`src/rtl/seg7_clock_sequencer.sv`:
```
// rtl/seg7_clock_sequencer.sv - run/stop MM:SS BCD counter with multiplexed seven-segment scan
//
// Purpose:
//   Divides the system clock down to a one-second tick and keeps an MM:SS BCD
//   count. A STOP/RUN control FSM accepts start, stop, clear and preset
//   commands. A scan FSM drives one shared 7-segment bus across four
//   common-cathode digits, with all-off blanking slots between digits.
//
// Ports:
//   clk         in   system clock
//   rst_n       in   asynchronous active-low reset
//   ena         in   design selected; low freezes all state and blanks the display
//   cmd_start   in   single-cycle pulse, STOP -> RUN
//   cmd_stop    in   single-cycle pulse, RUN -> STOP
//   cmd_clear   in   single-cycle pulse, count and prescaler to zero
//   load_valid  in   preset request
//   load_value  in   BCD preset {m_tens, m_units, s_tens, s_units}
//   load_ready  out  high while stopped (preset can be accepted)
//   load_err    out  one-cycle pulse when an accepted preset is not valid BCD time
//   seg         out  segments gfedcba, active high, seg[0] = a
//   dp          out  decimal point, only ever lit on digit 2
//   dig_en      out  one-hot digit enable, bit 0 = seconds units
//   running     out  high in RUN
//   sec_tick    out  one-cycle pulse on each count increment

module seg7_clock_sequencer #(
    parameter int TICK_DIV     = 10_000_000,
    parameter int SCAN_DIV     = 1000,
    parameter int BLANK_CYCLES = 4
) (
    input  logic        clk,
    input  logic        rst_n,
    input  logic        ena,
    input  logic        cmd_start,
    input  logic        cmd_stop,
    input  logic        cmd_clear,
    input  logic        load_valid,
    input  logic [15:0] load_value,
    output logic        load_ready,
    output logic        load_err,
    output logic [6:0]  seg,
    output logic        dp,
    output logic [3:0]  dig_en,
    output logic        running,
    output logic        sec_tick
);

    localparam int PW       = (TICK_DIV > 1) ? $clog2(TICK_DIV) : 1;
    localparam int SLOT_MAX = (SCAN_DIV > BLANK_CYCLES) ? SCAN_DIV : BLANK_CYCLES;
    localparam int SW       = (SLOT_MAX > 1) ? $clog2(SLOT_MAX) : 1;

    localparam logic [PW-1:0] LP_TICK_LAST  = PW'(TICK_DIV - 1);
    localparam logic [PW-1:0] LP_TICK_HALF  = PW'(TICK_DIV / 2);
    localparam logic [SW-1:0] LP_SHOW_LAST  = SW'(SCAN_DIV - 1);
    localparam logic [SW-1:0] LP_BLANK_LAST = SW'(BLANK_CYCLES - 1);

    typedef enum logic {
        ST_STOP = 1'b0,
        ST_RUN  = 1'b1
    } run_state_t;

    typedef enum logic {
        SC_SHOW  = 1'b0,
        SC_BLANK = 1'b1
    } scan_state_t;

    // Control state
    run_state_t    r_state;
    logic [PW-1:0] r_presc;
    logic [15:0]   r_count;
    logic          r_running;
    logic          r_load_ready;
    logic          r_sec_tick;
    logic          r_load_err;

    // Scan state
    scan_state_t   r_scan;
    logic [1:0]    r_digit;
    logic [SW-1:0] r_slot;
    logic [6:0]    r_seg;
    logic          r_dp;
    logic [3:0]    r_dig_en;

    logic          w_load_accept;
    logic          w_load_bcd_ok;
    logic          w_tick;
    logic          w_dp_on;
    logic [3:0]    w_digit_val;

    // MM:SS BCD increment; 59:59 rolls over to 00:00.
    function automatic logic [15:0] f_bcd_inc(input logic [15:0] c);
        logic [15:0] n;
        n = c;
        if (c[3:0] != 4'd9) begin
            n[3:0] = c[3:0] + 4'd1;
        end else begin
            n[3:0] = 4'd0;
            if (c[7:4] != 4'd5) begin
                n[7:4] = c[7:4] + 4'd1;
            end else begin
                n[7:4] = 4'd0;
                if (c[11:8] != 4'd9) begin
                    n[11:8] = c[11:8] + 4'd1;
                end else begin
                    n[11:8] = 4'd0;
                    if (c[15:12] != 4'd5) begin
                        n[15:12] = c[15:12] + 4'd1;
                    end else begin
                        n[15:12] = 4'd0;
                    end
                end
            end
        end
        return n;
    endfunction

    // Common-cathode decode, gfedcba; codes above 9 cannot occur but blank safely.
    function automatic logic [6:0] f_decode(input logic [3:0] d);
        logic [6:0] s;
        case (d)
            4'd0:    s = 7'h3F;
            4'd1:    s = 7'h06;
            4'd2:    s = 7'h5B;
            4'd3:    s = 7'h4F;
            4'd4:    s = 7'h66;
            4'd5:    s = 7'h6D;
            4'd6:    s = 7'h7D;
            4'd7:    s = 7'h07;
            4'd8:    s = 7'h7F;
            4'd9:    s = 7'h6F;
            default: s = 7'h00;
        endcase
        return s;
    endfunction

    assign w_load_accept = load_valid && r_load_ready;

    assign w_load_bcd_ok = (load_value[15:12] <= 4'd5) &&
                           (load_value[11:8]  <= 4'd9) &&
                           (load_value[7:4]   <= 4'd5) &&
                           (load_value[3:0]   <= 4'd9);

    assign w_tick = (r_state == ST_RUN) && (r_presc == LP_TICK_LAST);

    // Separator is steady when stopped and blinks with the first half-second when running.
    assign w_dp_on = (r_digit == 2'd2) &&
                     ((r_state == ST_STOP) || (r_presc < LP_TICK_HALF));

    always_comb begin
        w_digit_val = 4'd0;
        case (r_digit)
            2'd0:    w_digit_val = r_count[3:0];
            2'd1:    w_digit_val = r_count[7:4];
            2'd2:    w_digit_val = r_count[11:8];
            default: w_digit_val = r_count[15:12];
        endcase
    end

    // Control FSM, prescaler and count. The if/else chain encodes the
    // command priority clear > load > stop > start > normal counting.
    always_ff @(posedge clk or negedge rst_n) begin
        if (!rst_n) begin
            r_state      <= ST_STOP;
            r_presc      <= '0;
            r_count      <= 16'h0000;
            r_running    <= 1'b0;
            r_load_ready <= 1'b1;
            r_sec_tick   <= 1'b0;
            r_load_err   <= 1'b0;
        end else if (!ena) begin
            r_sec_tick <= 1'b0;
            r_load_err <= 1'b0;
        end else begin
            r_sec_tick <= 1'b0;
            r_load_err <= 1'b0;
            if (cmd_clear) begin
                r_count <= 16'h0000;
                r_presc <= '0;
            end else if (w_load_accept) begin
                if (w_load_bcd_ok) begin
                    r_count <= load_value;
                end else begin
                    r_load_err <= 1'b1;
                end
            end else if (cmd_stop) begin
                // Prescaler deliberately holds across a stop.
                r_state      <= ST_STOP;
                r_running    <= 1'b0;
                r_load_ready <= 1'b1;
            end else if (cmd_start && (r_state == ST_STOP)) begin
                r_state      <= ST_RUN;
                r_running    <= 1'b1;
                r_load_ready <= 1'b0;
                r_presc      <= '0;
            end else if (r_state == ST_RUN) begin
                if (w_tick) begin
                    r_presc    <= '0;
                    r_count    <= f_bcd_inc(r_count);
                    r_sec_tick <= 1'b1;
                end else begin
                    r_presc <= r_presc + PW'(1);
                end
            end
        end
    end

    // Scan FSM: SHOW(d) for SCAN_DIV cycles, then BLANK for BLANK_CYCLES,
    // then SHOW(d+1). The blank slot guarantees no two digits are lit in
    // adjacent cycles.
    always_ff @(posedge clk or negedge rst_n) begin
        if (!rst_n) begin
            r_scan   <= SC_SHOW;
            r_digit  <= 2'd0;
            r_slot   <= '0;
            r_seg    <= 7'h00;
            r_dp     <= 1'b0;
            r_dig_en <= 4'b0000;
        end else if (!ena) begin
            r_seg    <= 7'h00;
            r_dp     <= 1'b0;
            r_dig_en <= 4'b0000;
        end else begin
            case (r_scan)
                SC_SHOW: begin
                    r_dig_en <= 4'b0001 << r_digit;
                    r_seg    <= f_decode(w_digit_val);
                    r_dp     <= w_dp_on;
                    if (r_slot == LP_SHOW_LAST) begin
                        r_slot <= '0;
                        r_scan <= SC_BLANK;
                    end else begin
                        r_slot <= r_slot + SW'(1);
                    end
                end
                default: begin
                    r_dig_en <= 4'b0000;
                    r_seg    <= 7'h00;
                    r_dp     <= 1'b0;
                    if (r_slot == LP_BLANK_LAST) begin
                        r_slot  <= '0;
                        r_scan  <= SC_SHOW;
                        r_digit <= r_digit + 2'd1;
                    end else begin
                        r_slot <= r_slot + SW'(1);
                    end
                end
            endcase
        end
    end

    assign load_ready = r_load_ready;
    assign load_err   = r_load_err;
    assign seg        = r_seg;
    assign dp         = r_dp;
    assign dig_en     = r_dig_en;
    assign running    = r_running;
    assign sec_tick   = r_sec_tick;

endmodule

```
`config.mk`:
```
export PLATFORM = sky130hd
export DESIGN_NAME = seg7_clock_sequencer
export DESIGN_NICKNAME = d
export VERILOG_FILES = /design/src/rtl/seg7_clock_sequencer.sv
export SDC_FILE = /design/constraint.sdc
export NUM_CORES = 1
export LEC_CHECK = 0
export BUFFER_PORTS_ARGS = -buffer_cell sky130_fd_sc_hd__buf_2
export CORE_ASPECT_RATIO = 0.6
export CORE_MARGIN = 2
export CORE_UTILIZATION = 42
export CTS_CLUSTER_SIZE = 40
export DETAILED_ROUTE_END_ITERATION = 6
export PLACE_DENSITY = 0.63
export SLEW_MARGIN = 20
export SYNTH_ARGS = -nofsm -noshare
export SYNTH_HDL_FRONTEND = slang
export SYNTH_SLANG_ARGS = --single-unit
```
`constraint.sdc`:
```
create_clock -name clk -period 4.5 [get_ports clk]
set_clock_uncertainty 0.1 [all_clocks]
set_input_delay 0.9 -clock clk [delete_from_list [all_inputs] [get_ports clk]]
set_output_delay 0.9 -clock clk [all_outputs]
set_load 0.02 [all_outputs]
```
==> flow_metrics.tcl <==
set metrics [dict create \
    outcome "completed" \
    relSlewSlack_pct 41.0 \
    yosysMostFrequentCell "dfrtp_1" \
    slowest_delay_ps 710 \
    dieHeight_um 82.5 \
    drive_above_1_share_pct 16.1 \
    via_per_inst 6.02 \
    synth_nets 511 \
    syn_avg_cell_area_um2 9.05 \
    comb_power_share_pct 25.6 \
    yosys_warnings 0 \
    post-cts-setup-buffers 0 \
    hold_path_class "flop to flop" \
    wl_mm 11.6 \
    wl_met3_um 908 \
    grt_pass1_vias 3583 \
    start_util_pct 43.5 \
    ant_nets 0 \
    ir_drop_uv 229 \
    ctsHoldBuffers 0 \
    netlist_instances 476 \
    crit_buf_inv 1 \
    wl_met1_mm 5.88 \
    area_growth_pct 13.4 \
    setup_viol 0 \
    clockBufferDepth 2 \
    synth-edff-count 0 \
    htree_num_levels 3 \
    nNetsFinal 546 \
    fin_setup_tns_ps 0 \
    rsz0062_at_grt "false" \
    crit_family "compound AO/OA/AOI/OAI gates" \
    drtIter0Drc 437 \
    crit_path_start_kind "input port" \
    die-area_um2 11100 \
    synth_top_area_cell "dfrtp_1" \
    post-route-util_pct 49.3 \
    synth_area_leaders "dfrtp_1 (39%), nor2_1 (4.0%), nand2_1 (3.8%)" \
    routed.top_layer "met4" \
    pin_count 39 \
    grt_antenna_before_repair 0 \
    io_buffers 38 \
    fmaxAchievable_ghz 0.329 \
    ys_seq_area_share_pct 40.1 \
    critPathSlowestCell "o41ai_2" \
    vias 3920 \
    synthDominantCellAreaShare_pct 39.5 \
    wl_per_cell_um 17.7 \
    p_int_uw 1370 \
    ff2ff_setup_slack_ps 1560 \
    cts.sinks 69 \
    cp_max_fo 9 \
    hold_viol_final 0 \
    cts.reportedPaths.clkPinSlew_ps 60 \
    grt_max_degree 39 \
    worstPathRequired_ps 4620 \
    grt_pass1_wl_mm 18.9 \
    p_clk_share_pct 33.9 \
    place_congestion 0.903 \
    antenna_cells 0 \
    clkLatencyLatePin_ps 330 \
    worstPathArrival_ps 3170 \
    drv_slew 0 \
    cts-root-buf "clkbuf_16" \
    drc 0 \
    period_minus_slack_ps 3040 \
    post_cts_resized 0 \
    critical_path_class "input port to flop" \
    coreArea_um2 9910 \
    p_leak_uw 0.00210 \
    cp-end-kind "flop" \
    hold_ws_ps 418 \
    wl_met2_mm 4.63 \
    p_sw_uw 731 \
    async_reset_ff_share_pct 100 \
    grt_overflow 0 \
    cts-buffers-inserted 9 \
    p_seq_share_pct 40.5 \
    ys_seq_elements 69 \
    yosysUniqueCellTypes 68 \
    hpwl_mm 8.44 \
    power_density_nw_per_um2 430 \
    max-cap-violations 0 \
    cts_tree "yes" \
    crit_chain "buf_2, a211o_1, o41ai_2, nand2_1, a21oi_1, mux2_2" \
    row_count 28 \
    synth_common_cells "dfrtp_1 (68), nor2_1 (46), nand2_1 (44), o21ai_0 (26), a21oi_1 (25)" \
    chipWidth_um 135 \
    fin_crit_sh_pct 67.6 \
    gr-usage-all-layers_pct 22.1 \
    ys.flop_type "dfrtp_1" \
    synth_area_um2 4310 \
    first_pass_iters 5 \
    swShare_pct 34.7 \
    tightest_slew_ps 885 \
]
[sequential cells by signal (all words and copies together), names as in the netlist, 2 cells and up]
name     flops
r_slot      10
r_digit      2
seg          7
dig_en       4
r_count     16
r_presc     24
[worst register-to-register path, cell delays in order, from the launching register on]
cell and delay, ps:
dfrtp_1 440, or4_1 640, nor4_2 530, a21oi_1 170, buf_4 190, nor2_1 590
nor2_1 120
[per-layer routing]
| metal | GRT usage (%) | up-vias |
|---|---|---|
| li1 | - | 1839 |
| met1 | 33.9 | 1914 |
| met2 | 31.1 | 153 |
| met3 | 4.70 | 14 |
| met4 | 5.79 | 0 |
| met5 | 0 | - |
[final cells by class]
| class | count | area, um2 |
|---|---|---|
| clock buffers | 9 | 225 |
| well taps | 135 | 169 |
| repair buffers | 41 | 213 |
| fillers | 922 | 5030 |
| multi-input cells | 367 | 2390 |
| flip-flops and latches | 69 | 1730 |
| inverters | 23 | 86.3 |
| clock inverters | 7 | 75.1 |
[final timing paths]
check	startpoint	endpoint	depth (start not counted)
hold / removal	r_presc[1]	r_presc[1]	2
setup / recovery	load_value[13]	r_count[5]	6
min in group asynchronous	rst_n	r_presc[17]	1
max in group asynchronous	rst_n	r_count[11]	2
hold reg to reg	r_presc[1]	r_presc[1]	2
setup reg to reg	r_presc[17]	r_presc[16]	6
[power by group through the flow]
stage	clock, uW	combinational [uW]	sequential (uW)
3_5_place_dp	0	533	857
3_3_place_gp	0	523	855
5_1_grt	751	611	870
4_1_cts	725	537	848
2_1_floorplan	0	371	850
6_report	714	538	853
[per-stage QoR]
stage          area [um2]  worst slack (ps)  instances  power [uW]
2_1_floorplan        4310              1750        476        1220
3_3_place_gp         4590              1330        635        1380
3_5_place_dp         4590              1220        635        1390
4_1_cts              4890              1550        651        2110
5_1_grt              4890              1340        651        2230
6_report             4890              1460        651        2100
[placed cells by master, fill, tap and decap left out, drive strengths merged, types with 3 or more instances in the layout]
cell type,count
o21ai,26
a32o,4
nor4bb,4
xnor2,11
clkbuf,9
nor4b,3
nor2,46
and3,6
nor3,13
inv,24
and2,13
nand4,17
xor2,4
or4,8
a31oi,5
dfrtp,68
nor2b,6
and4,3
nand2,44
a211oi,6
buf,41
clkinvlp,3
a222oi,4
nand3,16
ha,12
a21oi,26
nand4b,4
o21a,4
a211o,4
or3,5
mux2i,3
o2bb2ai,4
a22o,6
mux2,12
o31ai,3
or2,3
a21o,6
nor4,12
[cells by family (layout without fill, tap and decap cells)]
group,count (synthesis),in the layout,synth area share [%]
buffers and inverters,40,80,4.38
adders and majority gates,12,12,3.48
muxes,15,15,3.83
xor gates and xnor gates,15,15,3.05
and+or+nand+nor,212,212,26.9
DFF,69,69,40.1
AOI/OAI and AO/OA,113,113,18.2
(Power assumes the default switching activity.)
